File: src/rtl/jtpopeye_pkg.sv
// Shared jtpopeye definitions: sync decoder FSM states, default timing
// parameters and counter widths.
package jtpopeye_pkg;

  localparam int VTHR_DEF   = 48;
  localparam int HMAX_DEF   = 511;
  localparam int LOCK_N_DEF = 4;

  localparam int CNT_W = 9;
  localparam int PW_W  = 8;
  localparam logic [PW_W-1:0] PW_MAX = 8'd255;

  typedef enum logic [1:0] {
    SEARCH = 2'd0,
    TRACK  = 2'd1,
    LOCKED = 2'd2
  } csync_state_e;

  // Pulse-width increment that sticks at the top of its range
  function automatic logic [PW_W-1:0] pwSatInc(input logic [PW_W-1:0] v);
    return (v == PW_MAX) ? v : v + 8'd1;
  endfunction

endpackage

File: src/rtl/jtpopeye_sync_pulse.sv
// Composite-sync front end: synchronises SY_n, measures each low pulse and
// regenerates HS/VS from the pulse width.
module jtpopeye_sync_pulse
  import jtpopeye_pkg::*;
#(
  parameter int VTHR = VTHR_DEF
) (
  input  logic clk_i,
  input  logic rst_n_i,
  input  logic cen_i,
  input  logic sy_n_i,
  input  logic clr_i,
  output logic fall_o,
  output logic long_o,
  output logic hs_o,
  output logic vs_o
);

  localparam logic [PW_W-1:0] VTHR_W = PW_W'(VTHR);

  logic s1_q, s2_q, sy_q;
  logic prevLong_q, hs_q, vs_q;
  logic [PW_W-1:0] pw_q;
  logic [PW_W-1:0] pwInc;
  logic rise, pulseLong;

  // Edges are taken on the cen-sampled copy so they last exactly one tick
  assign fall_o    = cen_i & sy_q & ~s2_q;
  assign rise      = cen_i & ~sy_q & s2_q;
  assign pwInc     = pwSatInc(pw_q);
  assign pulseLong = (pwInc >= VTHR_W);

  assign long_o = prevLong_q;
  assign hs_o   = hs_q;
  assign vs_o   = vs_q;

  // Two-flop synchroniser running on every clk, idle level high
  always_ff @(posedge clk_i or negedge rst_n_i) begin
    if (!rst_n_i) begin
      s1_q <= 1'b1;
      s2_q <= 1'b1;
    end else begin
      s1_q <= sy_n_i;
      s2_q <= s1_q;
    end
  end

  // Pixel-rate sampling, pulse width measurement and HS/VS regeneration
  always_ff @(posedge clk_i or negedge rst_n_i) begin
    if (!rst_n_i) begin
      sy_q       <= 1'b1;
      pw_q       <= '0;
      prevLong_q <= 1'b0;
      hs_q       <= 1'b0;
      vs_q       <= 1'b0;
    end else if (cen_i) begin
      sy_q <= s2_q;
      if (fall_o) begin
        pw_q <= '0;
      end else if (!sy_q) begin
        pw_q <= pwInc;
      end
      if (rise) begin
        prevLong_q <= pulseLong;
      end
      hs_q <= ~clr_i & ~sy_q & (pwInc < VTHR_W);
      if (clr_i) begin
        vs_q <= 1'b0;
      end else if (!sy_q && pwInc == VTHR_W) begin
        vs_q <= 1'b1;
      end else if (rise && !pulseLong) begin
        vs_q <= 1'b0;
      end
    end
  end

endmodule

File: src/rtl/jtpopeye_csync_dec.sv
// Composite sync decoder: measures line periods, counts lines per frame and
// tracks lock onto a stable line period.
module jtpopeye_csync_dec
  import jtpopeye_pkg::*;
#(
  parameter int VTHR   = VTHR_DEF,
  parameter int HMAX   = HMAX_DEF,
  parameter int LOCK_N = LOCK_N_DEF
) (
  input  logic             rst_n,
  input  logic             clk,
  input  logic             pxl_cen,
  input  logic             SY_n,
  output logic             HS,
  output logic             VS,
  output logic [CNT_W-1:0] hcnt,
  output logic [CNT_W-1:0] vcnt,
  output logic [CNT_W-1:0] line_len,
  output logic [CNT_W-1:0] frame_lines,
  output logic             locked
);

  localparam logic [CNT_W-1:0] HMAX_W   = CNT_W'(HMAX);
  localparam logic [7:0]       LOCK_TGT = 8'(LOCK_N - 1);

  csync_state_e     state_q;
  logic [CNT_W-1:0] hcnt_q, vcnt_q, lineLen_q, frameLines_q;
  logic [7:0]       matchCnt_q;
  logic [7:0]       matchNext;
  logic             missCnt_q;
  logic             locked_q;
  logic             syFall, prevLong, timeout, skip, periodMatch;
  logic [CNT_W:0]   period;

  jtpopeye_sync_pulse #(.VTHR(VTHR)) u_pulse (
    .clk_i   (clk),
    .rst_n_i (rst_n),
    .cen_i   (pxl_cen),
    .sy_n_i  (SY_n),
    .clr_i   (timeout),
    .fall_o  (syFall),
    .long_o  (prevLong),
    .hs_o    (HS),
    .vs_o    (VS)
  );

  // A fall on the same tick as the ceiling wins over the timeout
  assign timeout     = pxl_cen & ~syFall & (hcnt_q == HMAX_W);
  assign period      = {1'b0, hcnt_q} + 10'd1;
  assign periodMatch = (period == {1'b0, lineLen_q});
  assign skip        = VS | prevLong;
  assign matchNext   = matchCnt_q + 8'd1;

  assign hcnt        = hcnt_q;
  assign vcnt        = vcnt_q;
  assign line_len    = lineLen_q;
  assign frame_lines = frameLines_q;
  assign locked      = locked_q;

  // Ticks since the last sync fall, parked at the ceiling
  always_ff @(posedge clk or negedge rst_n) begin
    if (!rst_n) begin
      hcnt_q <= '0;
    end else if (pxl_cen) begin
      if (syFall) begin
        hcnt_q <= '0;
      end else if (hcnt_q != HMAX_W) begin
        hcnt_q <= hcnt_q + 9'd1;
      end
    end
  end

  // Line counter; the first fall after a vertical pulse starts a new frame
  always_ff @(posedge clk or negedge rst_n) begin
    if (!rst_n) begin
      vcnt_q       <= '0;
      frameLines_q <= '0;
    end else if (syFall) begin
      if (prevLong) begin
        frameLines_q <= vcnt_q + 9'd1;
        vcnt_q       <= '0;
      end else begin
        vcnt_q <= vcnt_q + 9'd1;
      end
    end
  end

  // Lock FSM: learns the line period and tolerates a single odd line
  always_ff @(posedge clk or negedge rst_n) begin
    if (!rst_n) begin
      state_q    <= SEARCH;
      matchCnt_q <= '0;
      missCnt_q  <= 1'b0;
      lineLen_q  <= '0;
      locked_q   <= 1'b0;
    end else if (syFall) begin
      case (state_q)
        SEARCH: begin
          state_q    <= TRACK;
          matchCnt_q <= '0;
          missCnt_q  <= 1'b0;
        end
        TRACK: begin
          if (!skip) begin
            if (periodMatch) begin
              if (matchNext >= LOCK_TGT) begin
                state_q    <= LOCKED;
                locked_q   <= 1'b1;
                matchCnt_q <= '0;
                missCnt_q  <= 1'b0;
              end else begin
                matchCnt_q <= matchNext;
              end
            end else begin
              lineLen_q  <= period[CNT_W-1:0];
              matchCnt_q <= '0;
            end
          end
        end
        LOCKED: begin
          if (!skip) begin
            if (periodMatch) begin
              missCnt_q <= 1'b0;
            end else if (missCnt_q) begin
              state_q    <= TRACK;
              locked_q   <= 1'b0;
              lineLen_q  <= period[CNT_W-1:0];
              missCnt_q  <= 1'b0;
              matchCnt_q <= '0;
            end else begin
              missCnt_q <= 1'b1;
            end
          end
        end
        default: begin
          state_q  <= SEARCH;
          locked_q <= 1'b0;
        end
      endcase
    end else if (timeout) begin
      state_q    <= SEARCH;
      locked_q   <= 1'b0;
      matchCnt_q <= '0;
      missCnt_q  <= 1'b0;
    end
  end

endmodule

File: config.mk
export PLATFORM = sky130hd
export DESIGN_NAME = jtpopeye_csync_dec
export DESIGN_NICKNAME = d
export VERILOG_FILES = /design/src/rtl/jtpopeye_pkg.sv /design/src/rtl/jtpopeye_sync_pulse.sv /design/src/rtl/jtpopeye_csync_dec.sv
export SDC_FILE = /design/constraint.sdc
export NUM_CORES = 1
export LEC_CHECK = 0
export BUFFER_PORTS_ARGS = -buffer_cell sky130_fd_sc_hd__buf_2
export CORE_MARGIN = 1
export CORE_UTILIZATION = 25
export CTS_CLUSTER_SIZE = 28
export DETAILED_ROUTE_END_ITERATION = 8
export GPL_TIMING_DRIVEN = 1
export HOLD_SLACK_MARGIN = 0.02
export PLACE_DENSITY = 0.43
export SYNTH_ARGS = -nofsm -noshare
export SYNTH_HDL_FRONTEND = slang
export SYNTH_HIERARCHICAL = 1
export SYNTH_SLANG_ARGS = --single-unit
File: constraint.sdc
create_clock -name clk -period 5.9 [get_ports clk]
set_input_delay 0.295 -clock clk [delete_from_list [all_inputs] [get_ports clk]]
set_output_delay 0.295 -clock clk [all_outputs]
set_load 0.01 [all_outputs]
==> results of run 1 <==
[cell type report]
class	count	area, µm²	share of cell area, %
Multi-Input combinational cell	270	1770	43.1
Sequential cell	62	1560	37.9
Clock buffer	9	225	5.49
Timing Repair Buffer	44	225	5.49
Tap cell	180	225	5.49
Inverter	14	52.6	1.28
Clock inverter	7	51.3	1.25
[path summary, 6_finish.rpt]
check                                              end  slack [ps]  cells past startpoint
max                            line_len[2]$_DFFE_PN0P_        2290                      6
max reg2reg                    line_len[2]$_DFFE_PN0P_        2290                      6
max in group asynchronous          hcnt[3]$_DFFE_PN0P_        5220                      2
min reg2reg                     u_pulse/s2_q$_DFF_PN1_         360                      0
min in group asynchronous  u_pulse/pw_q[0]$_DFFE_PN0P_         140                      2
min                             u_pulse/s1_q$_DFF_PN1_          60                      1
[metal layers]
metal,part of all wire [%],vias up
met1,50,1330
met4,1.9,0
met2,45,49
met5,0,-
li1,-,1370
met3,3.3,10
[layout by cell type, fill, tap and decap left out, types with 13 or more instances in the layout]
master   instances
nand2_1         42
buf_2           42
xnor2_1         18
a21oi_1         23
dfrtp_1         59
nor2_1          18
nor3_1          14
nand3_1         14
inv_1           13
o21ai_0         22
[critical path, cell delays in order, from the launching register on]
cell	delay [ps]
dfstp_2	620
nor2b_1	280
and2_1	720
nand2b_1	270
a211oi_1	540
nor2b_1	640
mux2_2	400
[metrics by stage]
| stage | util, % | area [µm²] | std cells | hold slack (ps) | worst slack, ps |
|---|---|---|---|---|---|
| 2_1_floorplan | - | 3530 | 365 | -0.591 | 3210 |
| 3_3_place_gp | 27.7 | 3820 | 570 | 348 | 2360 |
| 3_5_place_dp | 27.7 | 3820 | 570 | 349 | 2210 |
| 4_1_cts | 29.7 | 4100 | 586 | 46.6 | 2200 |
| 5_1_grt | 29.7 | 4100 | 586 | 50.5 | 1950 |
| 6_report | 29.7 | 4100 | 586 | 59.1 | 2290 |
[registers in the layout (all words and copies together) (netlist names)]
name,cells
missCnt_q,1
line_len,9
vcnt,9
locked,1
matchCnt_q,8
u_pulse/long_o,1
frame_lines,9
u_pulse/vs_o,1
u_pulse/pw_q,8
u_pulse/sy_q,1
state_q,2
u_pulse/hs_o,1
u_pulse/s2_q,1
hcnt,9
u_pulse/s1_q,1
[report_power, final]
part | switching (W) | leakage, nW | internal [W]
registers | 0.000170 | 0.775 | 0.000534
logic | 0.000293 | 0.870 | 0.000272
clock network | 0.000204 | 0.131 | 0.000284
total | 0.000667 | 1.78 | 0.00109
[cell families (layout without fill, tap and decap cells)]
kind of cell,after synthesis,count (layout),share of synthesized area (%)
adder cells (fa/ha/maj),6,6,2.12
multiplexers,16,16,4.85
AND/OR/NAND/NOR,135,135,20.0
XOR/XNOR,27,27,6.69
flip-flops,62,62,44.0
buffers and inverters,33,74,6.02
AO/OA/AOI/OAI,86,86,16.3
[cells in the mapped netlist, types with 2 or more instances]
cell type,instances
a211oi_1,2
a21o_1,3
a21oi_1,23
a22o_1,2
a22oi_1,2
a311oi_1,2
a31o_1,3
a31oi_1,2
and2_1,8
and3_1,6
buf_2,3
buf_4,2
buf_6,5
clkbuf_1,5
clkbuf_8,4
dfrtp_1,59
dfstp_2,3
ha_1,6
inv_1,13
mux2_2,9
mux2i_1,7
nand2_1,42
nand2b_1,6
nand3_1,14
nand4_1,3
nor2_1,18
nor2_2,2
nor2b_1,2
nor3_1,14
nor4_1,3
nor4b_1,2
o21ai_0,22
o21ai_1,2
o22ai_1,2
o2bb2ai_1,7
or3_1,3
xnor2_1,18
xor2_1,9
==> metrics.cfg, run 1 <==
[drt]
vias = 2759
drt-pass1-iter-count = 4
post-route-drc-count = 0
drtIter0Drc = 134
viasPerCell = 4.71
routedWlPerCell_um = 13.8
routed_wl_um = 8080
ant_nets = 0

[placed_design]
dp_hpwl_um = 5680
gp_congestion = 0.777
port_buffers = 42

[outcome]
outcome = complete, no violations

[synth]
ys_seq_area_share_pct = 44.0
synth.lib_cells_used.distinct = 65
synth-edff-count = 0
syn_nets = 375
async_reset_ff_share_pct = 100
netlist_area_um2 = 3530
synth_top_cell_by_area = dfrtp_1
yosysTopAreaCellShare_pct = 41.8
synth-seq-cells = 62
syn_area_per_cell_um2 = 9.68
synthFlopType = dfrtp_1
postSynthCellCount = 365
ys_warn_count = 6
synthTopCellsByArea = dfrtp_1 (42%), nand2_1 (4.5%), xnor2_1 (4.5%)

[grt]
grt_pass1_vias = 2665
overflow = 0
use_met1_pct = 16.8
gr-usage-all-layers_pct = 12.3
antenna_found_initial = 0
grt_pass1_wl_um = 14000
grt-busiest-layer = met2
grt_use_met2_pct = 18.1
grt_max_degree = 63
grt_util_met3_pct = 2.58

[clock_tree]
cts_resized = 0
cts-root-buf = clkbuf_16
clk_pin_slew_ps = 60
clk_latency_ps = 330
cts_hold_buf = 0
cts_tree = yes
h-tree-depth = 3
clock_path_buffers = 2
numClockSinks = 62
post-cts-setup-buffer-count = 0
numCtsBuffers = 9

[floorplanning]
top_level_ports = 43
num_rows = 43
start_util_pct = 25.6
dieArea_um2 = 14600
fp.dieH_um = 121
die_w_um = 121
coreArea_um2 = 13800

[pwr]
ir_drop_mv = 0.154
p_total_w = 0.00176
powerDensity_nw_per_um2 = 428
power.leakage_nw = 1.78

[critical_path]
cp-startpoint = u_pulse/sy_q$_DFFE_PN1P_
crit_fanout = 23
cp-end-kind = register
crit_required_ps = 6120
start_kind = register
arrival_ps = 3820
crit_type = reg -> reg
reg2reg_from = u_pulse/sy_q$_DFFE_PN1P_

[timing]
worst_slew_pin_slew_ps = 833
hold_viol_final = 0
fmax_ghz = 0.277
setup_tns_ps = 0
post-route-period-util_pct = 61.1
finalSetupViolations = 0
relSlewSlack_pct = 44.5
final_max_slew_viol_count = 0
final.setup_skew_ps = 5.60
rsz0062_at_grt = false
fin_crit_ps = 3610

[hold_path]
hold_path_class = in -> reg
hp-start = SY_n

[job]
drv_cap = 0

[cells_and_area]
n_antenna_cell = 0
drive_above_1_share_pct = 21.7
nNetsFinal = 411
syn2layout_area_growth_pct = 16.0
nFillCells = 1469

No activity file was read; power rests on OpenSTA's default activity.
==> run 2: changes to the inputs <==
--- a/config.mk
+++ b/config.mk
@@ -12,7 +12,7 @@
 export DETAILED_ROUTE_END_ITERATION = 8
 export GPL_TIMING_DRIVEN = 1
 export HOLD_SLACK_MARGIN = 0.02
-export PLACE_DENSITY = 0.43
+export PLACE_DENSITY = 0.44
 export SYNTH_ARGS = -nofsm -noshare
 export SYNTH_HDL_FRONTEND = slang
 export SYNTH_HIERARCHICAL = 1
==> constraint.sdc (replaced) <==
create_clock -name clk -period 3.1 [get_ports clk]
set_input_delay 0.155 -clock clk [delete_from_list [all_inputs] [get_ports clk]]
set_output_delay 0.155 -clock clk [all_outputs]
set_load 0.01 [all_outputs]
==> run 2 against run 1 <==
Count of clock-buffer cells in the layout is 1 higher. Clock skew is 2.6 ps higher. Maximum frequency is 29% higher. Worst hold slack better by 150 ps. Register-to-register slack worse by 2000 ps. Non-clock buffer count is 9 higher. Routed wire length is 2.6% lower. Flip-flop and latch count stayed put. Final cell count is 1.5% higher. Clock power is 110% higher. Critical path type unchanged. Largest power group unchanged. Highest routed layer unchanged.
==> metrics.cfg, run 2 (synthesis results as in run 1) <==
[outcome]
outcome = complete, no violations

[floorplanning]
fp.dieH_um = 121  ; unchanged
top_level_ports = 43  ; unchanged
start_util_pct = 25.6  ; unchanged
die_w_um = 121  ; unchanged
dieArea_um2 = 14600  ; unchanged
coreArea_um2 = 13800  ; unchanged
num_rows = 43  ; unchanged

[placed_design]
dp_hpwl_um = 5580  ; -1.7%
port_buffers = 42  ; unchanged
gp_congestion = 0.734  ; -5.6%

[pwr]
power.leakage_nw = 1.83  ; +3.0%
p_total_w = 0.00345  ; +96%
ir_drop_mv = 0.249  ; +61%
powerDensity_nw_per_um2 = 820  ; +91%
pwr-share-clk_pct = 29.7  ; +1.9 points
p_comb_share_pct = 31.9  ; -0.3 points
p_int_w = 0.00219  ; +100%
pwr-share-seq_pct = 38.4  ; -1.6 points
swShare_pct = 36.5  ; -1.5 points
p_switching_w = 0.00126  ; +89%

[clock_tree]
clk_pin_slew_ps = 50  ; about the same
numClockSinks = 62  ; unchanged
clk_latency_ps = 330  ; about the same
numCtsBuffers = 9  ; unchanged
cts-root-buf = clkbuf_16
post-cts-setup-buffer-count = 0  ; unchanged
cts_tree = yes
h-tree-depth = 3  ; unchanged
clock_path_buffers = 2  ; unchanged

[critical_path]
crit_required_ps = 3310  ; -2810 ps
crit_fanout = 12  ; -48%
critPathTopFamily = simple AND/OR/NAND/NOR gates
slowest_delay_ps = 460  ; -260 ps
path_cells = ha_1 > nand3_1 > nor2_1 > ha_1 > xor2_1 > nor3_1 > nand4_1 > nor4_4 > buf_4 > nor2b_1 > buf_4 > mux2_2
critical_path_buf_inv_count = 2  ; +2
cp-end-kind = register
crit_type = reg -> reg
start_kind = register
arrival_ps = 2990  ; -830 ps
cp_slowest_cell = dfrtp_1

[drt]
routed_wl_um = 7870  ; -2.6%
viasPerCell = 4.63  ; -1.8%
drtIter0Drc = 170  ; +27%
drt-pass1-iter-count = 4  ; unchanged
routedWlPerCell_um = 13.2  ; -4.1%
ant_nets = 0  ; unchanged
post-route-drc-count = 0  ; unchanged
vias = 2752  ; -0.25%

[timing]
finalSetupViolations = 0  ; unchanged
rsz0062_at_grt = false
post-route-period-util_pct = 89.9  ; +29 points
setup_tns_ps = 0  ; unchanged
worst_slew_pin_slew_ps = 869  ; +35.9 ps
final.setup_skew_ps = 8.16  ; +2.57 ps
fin_crit_ps = 2790  ; -818 ps
fmax_ghz = 0.359  ; +29%
final_max_slew_viol_count = 0  ; unchanged
relSlewSlack_pct = 42.1  ; -2.4 points
hold_viol_final = 0  ; unchanged

[cells_and_area]
nNetsFinal = 420  ; +2.2%
syn2layout_area_growth_pct = 19.0
n_antenna_cell = 0  ; unchanged
drive_above_1_share_pct = 22.9  ; +1.2 points
nFillCells = 1469  ; unchanged
final_common_cell = dfrtp_1
final_cell_mix = dfrtp_1 (59), nand2_1 (42), buf_2 (42), a21oi_1 (23), o21ai_0 (22)

[hold_path]
hold_path_class = in -> reg

[grt]
grt_pass1_vias = 2644  ; -0.79%
gr-usage-all-layers_pct = 11.6  ; -0.67 points
antenna_found_initial = 0  ; unchanged
overflow = 0  ; unchanged
grt_pass1_wl_um = 13300  ; -4.9%
grt_max_degree = 38  ; -40%

[job]
drv_cap = 0  ; unchanged

## run 2: path summary, 6_finish.rpt
path | start | to | slack, ps | cells after the start
hold reg to reg | u_pulse/s1_q$_DFF_PN1_ | u_pulse/s2_q$_DFF_PN1_ | 350 | 0
setup reg to reg | hcnt[0]$_DFFE_PN0P_ | line_len[8]$_DFFE_PN0P_ | 310 | 12
hold / removal | pxl_cen | u_pulse/pw_q[6]$_DFFE_PN0P_ | 210 | 2
max in group asynchronous | rst_n | hcnt[1]$_DFFE_PN0P_ | 1870 | 3
min in group asynchronous | rst_n | u_pulse/hs_o$_DFFE_PN0P_ | 490 | 2
setup / recovery | hcnt[0]$_DFFE_PN0P_ | line_len[8]$_DFFE_PN0P_ | 310 | 12
## run 2: cell type report
type | count | area (µm²) | share of cell area [%]
clock buffers | 10 | 239 | 5.68
clock inverters | 6 | 70.1 | 1.67
inverters | 14 | 52.6 | 1.25
multi-input cells | 270 | 1770 | 42.0
flip-flops and latches | 62 | 1560 | 37.0
well taps | 180 | 225 | 5.36
repair buffers | 53 | 298 | 7.08
## run 2: metal layers
| layer | GRT usage (%) | share of wire, % | wire (µm) |
|---|---|---|---|
| met3 | 3.24 | 3.7 | 295 |
| met5 | 0 | 0 | 0 |
| met1 | 15.8 | 51 | 4020 |
| met2 | 17.5 | 44 | 3460 |
| met4 | 4.01 | 1.2 | 93 |
## run 2: repair_timing
item / in CTS / in global routing
hold buffers: 2 / 0
endpoints found under the setup margin: 0 / 0
gates resized for setup: 0 / 0
endpoints found under the hold margin: 33 / 0
## run 2: stage by stage
stage | util, % | hold WS [ps] | setup WS, ps | cells | instance area, µm²
floorplan | - | -141 | 413 | 365 | 3530
global placement | 28.0 | 263 | 385 | 577 | 3880
detailed placement | 28.0 | 265 | 293 | 577 | 3880
CTS | 30.4 | 183 | 276 | 595 | 4210
global route | 30.4 | 224 | 71.3 | 595 | 4210
finish | 30.4 | 206 | 312 | 595 | 4210
## run 2: worst reg2reg max path, cell delays in order, from the launching register on
cell,delay (ps)
dfrtp_1,460
ha_1,300
nand3_1,100
nor2_1,120
ha_1,270
xor2_1,170
nor3_1,180
nand4_1,180
nor4_4,160
buf_4,220
nor2b_1,70
buf_4,170
mux2_2,270
## run 2: power groups by stage
stage               clock network, W  registers, W  logic [W]
global placement                   0       0.00134    0.00111
global route                 0.00110       0.00137    0.00124
floorplan                          0       0.00128   0.000892
finish                       0.00102       0.00133    0.00110
CTS                          0.00106       0.00133    0.00111
detailed placement                 0       0.00134    0.00110
==> run 3: changes to the inputs <==
--- a/config.mk
+++ b/config.mk
@@ -6,7 +6,7 @@
 export NUM_CORES = 1
 export LEC_CHECK = 0
 export BUFFER_PORTS_ARGS = -buffer_cell sky130_fd_sc_hd__buf_2
-export CORE_MARGIN = 1
+export CORE_MARGIN = 10
 export CORE_UTILIZATION = 25
 export CTS_CLUSTER_SIZE = 28
 export DETAILED_ROUTE_END_ITERATION = 8
==> run 3 against run 2 <==
Flip-flop and latch count unchanged. Count of clock-buffer cells in the layout down 1. Setup slack lost 15 ps. Core utilization about the same. Combinational power about the same. Global-route usage shrank 2.5 points. Power rose by 2.7%. Largest power group unchanged. Cell area is 0.33% higher. Sequential power about the same. Critical endpoint is now line_len[4]$_DFFE_PN0P_.
==> metrics.cfg, run 3 (synthesis results as in run 1) <==
[outcome]
outcome = complete, no violations

[critical_path]
ff2ff_path_depth = 12  ; unchanged
crit_required_ps = 3320  ; about the same
start_kind = register
crit_fanout = 12  ; unchanged
arrival_ps = 3020  ; +30 ps
reg2reg_from = hcnt[0]$_DFFE_PN0P_
crit_type = reg -> reg
cp-end-kind = register
crit_end = line_len[4]$_DFFE_PN0P_
r2r_slack_ps = 300  ; -20 ps
cp-startpoint = hcnt[0]$_DFFE_PN0P_
r2r_end = line_len[4]$_DFFE_PN0P_

[placed_design]
gp_congestion = 0.763  ; +4.0%
placed_cell_area_um2 = 3880  ; unchanged
place_ws_ps = 280  ; -13.2 ps
place_inst = 577  ; unchanged
dp_hpwl_um = 6220  ; +11%
port_buffers = 42  ; unchanged

[floorplanning]
die_w_um = 139  ; +15%
coreArea_um2 = 13900  ; +0.39%
dieArea_um2 = 19300  ; +32%
top_level_ports = 43  ; unchanged
num_rows = 43  ; unchanged
start_util_pct = 25.5  ; -0.099 points
fp.dieH_um = 139  ; +15%

[drt]
ant_nets = 0  ; unchanged
routed_wl_um = 8570  ; +8.9%
routedWlPerCell_um = 14.4  ; +8.9%
post-route-drc-count = 0  ; unchanged
drt-pass1-iter-count = 6  ; +2
viasPerCell = 4.67  ; +1.0%
vias = 2780  ; +1.0%
drtIter0Drc = 140  ; -18%

[job]
drv_cap = 0  ; unchanged

[cells_and_area]
final_cells = 595  ; unchanged
final_common_cell = dfrtp_1
design_area_um2 = 4220  ; +0.33%
final_cell_mix = dfrtp_1 (59), nand2_1 (42), buf_2 (42), a21oi_1 (23), o21ai_0 (22)
syn2layout_area_growth_pct = 19.4
n_antenna_cell = 0  ; unchanged
drive_above_1_share_pct = 22.9  ; unchanged
nNetsFinal = 420  ; unchanged

[timing]
finalSetupViolations = 0  ; unchanged
fin_crit_ps = 2800  ; +15.0 ps
hold_viol_final = 0  ; unchanged
setup_ws_ps = 297  ; -15.0 ps
final_max_slew_viol_count = 0  ; unchanged
rsz0062_at_grt = false
setup_tns_ps = 0  ; unchanged
post-route-period-util_pct = 90.4  ; +0.49 points
final.setup_skew_ps = 6.80  ; -1.36 ps
fmax_ghz = 0.357  ; -0.54%
worst_slew_pin_slew_ps = 505  ; -364 ps
relSlewSlack_pct = 66.4  ; +24 points

[pwr]
power.leakage_nw = 1.84  ; +0.59%
powerDensity_nw_per_um2 = 840  ; +2.3%
ir_drop_mv = 0.241  ; -3.2%

[grt]
grt_max_degree = 26  ; -32%
gr-usage-all-layers_pct = 9.05  ; -2.5 points
grt_pass1_wl_um = 14400  ; +8.3%
overflow = 0  ; unchanged
antenna_found_initial = 0  ; unchanged
grt_pass1_vias = 2695  ; +1.9%

[clock_tree]
cts_tree = yes
clock_path_buffers = 2  ; unchanged
clk_latency_ps = 340  ; about the same
clk_pin_slew_ps = 60  ; about the same
cts-root-buf = clkbuf_16
numClockSinks = 62  ; unchanged
numCtsBuffers = 9  ; unchanged
h-tree-depth = 3  ; unchanged

[hold_path]
hold_path_class = in -> reg

## run 3: cell count changes in the layout (fill, tap and decap cells not counted), sizes merged
| cell | previous run | this run |
|---|---|---|
| bufinv | 1 | 2 |
| clkbuf | 10 | 9 |
| clkinv | 1 | 2 |
| clkinvlp | 3 | 2 |
## run 3: worst max-delay path, cell delays in order (launching register included)
cell,delay (ps)
dfrtp_1,470
ha_1,330
nand3_1,100
nor2_1,110
ha_1,270
xor2_1,170
nor3_1,170
nand4_1,180
nor4_4,160
buf_4,220
nor2b_1,60
buf_4,170
mux2_2,280
## run 3: what timing repair did
action	in CTS	in global routing
endpoints found under the hold margin	19	0
hold buffers	2	0
gates resized for setup	0	0
setup buffers	0	0
## run 3: worst min path at each step
stage | slack, ps | end | start | cells past startpoint
6_report | 160 | u_pulse/pw_q[6]$_DFFE_PN0P_ | pxl_cen | 2
5_1_grt | 190 | u_pulse/pw_q[5]$_DFFE_PN0P_ | pxl_cen | 2
4_1_cts | 150 | u_pulse/pw_q[6]$_DFFE_PN0P_ | pxl_cen | 2
3_5_place_dp | 160 | u_pulse/pw_q[4]$_DFFE_PN0P_ | rst_n | 1
3_3_place_gp | 160 | u_pulse/pw_q[4]$_DFFE_PN0P_ | rst_n | 1
2_1_floorplan | -140 | frame_lines[0]$_DFFE_PN0P_ | rst_n | 0
## run 3: per-stage QoR
| step | total power, W | hold WS [ps] | util, % |
|---|---|---|---|
| after floorplan | 0.00217 | -141 | - |
| after global placement | 0.00247 | 158 | 27.9 |
| after detailed placement | 0.00248 | 161 | 27.9 |
| after CTS | 0.00361 | 151 | 30.4 |
| after global routing | 0.00380 | 190 | 30.4 |
| final | 0.00354 | 160 | 30.4 |
## run 3: report_power, final
group	internal, W	switching [W]	total (W)
registers	0.00102	0.000316	0.00133
clock network	0.000706	0.000388	0.00109
logic	0.000527	0.000588	0.00112
total	0.00225	0.00129	0.00354
## run 3: cell type report
type / count / area, µm²
Inverter: 14 / 52.6
Fill cell: 1471 / 9660
Clock inverter: 7 / 97.6
Multi-Input combinational cell: 270 / 1770
Clock buffer: 9 / 225
Timing Repair Buffer: 53 / 298
Sequential cell: 62 / 1560
Tap cell: 180 / 225
## run 3: metal layers
layer	vias up	global-route usage (%)	wire, µm	part of all wire, %
met4	0	2.80	110	1.3
met5	-	0	0	0
met2	54	13.2	3720	43
met1	1314	12.1	4340	51
met3	14	3.36	391	4.6
li1	1398	-	-	-
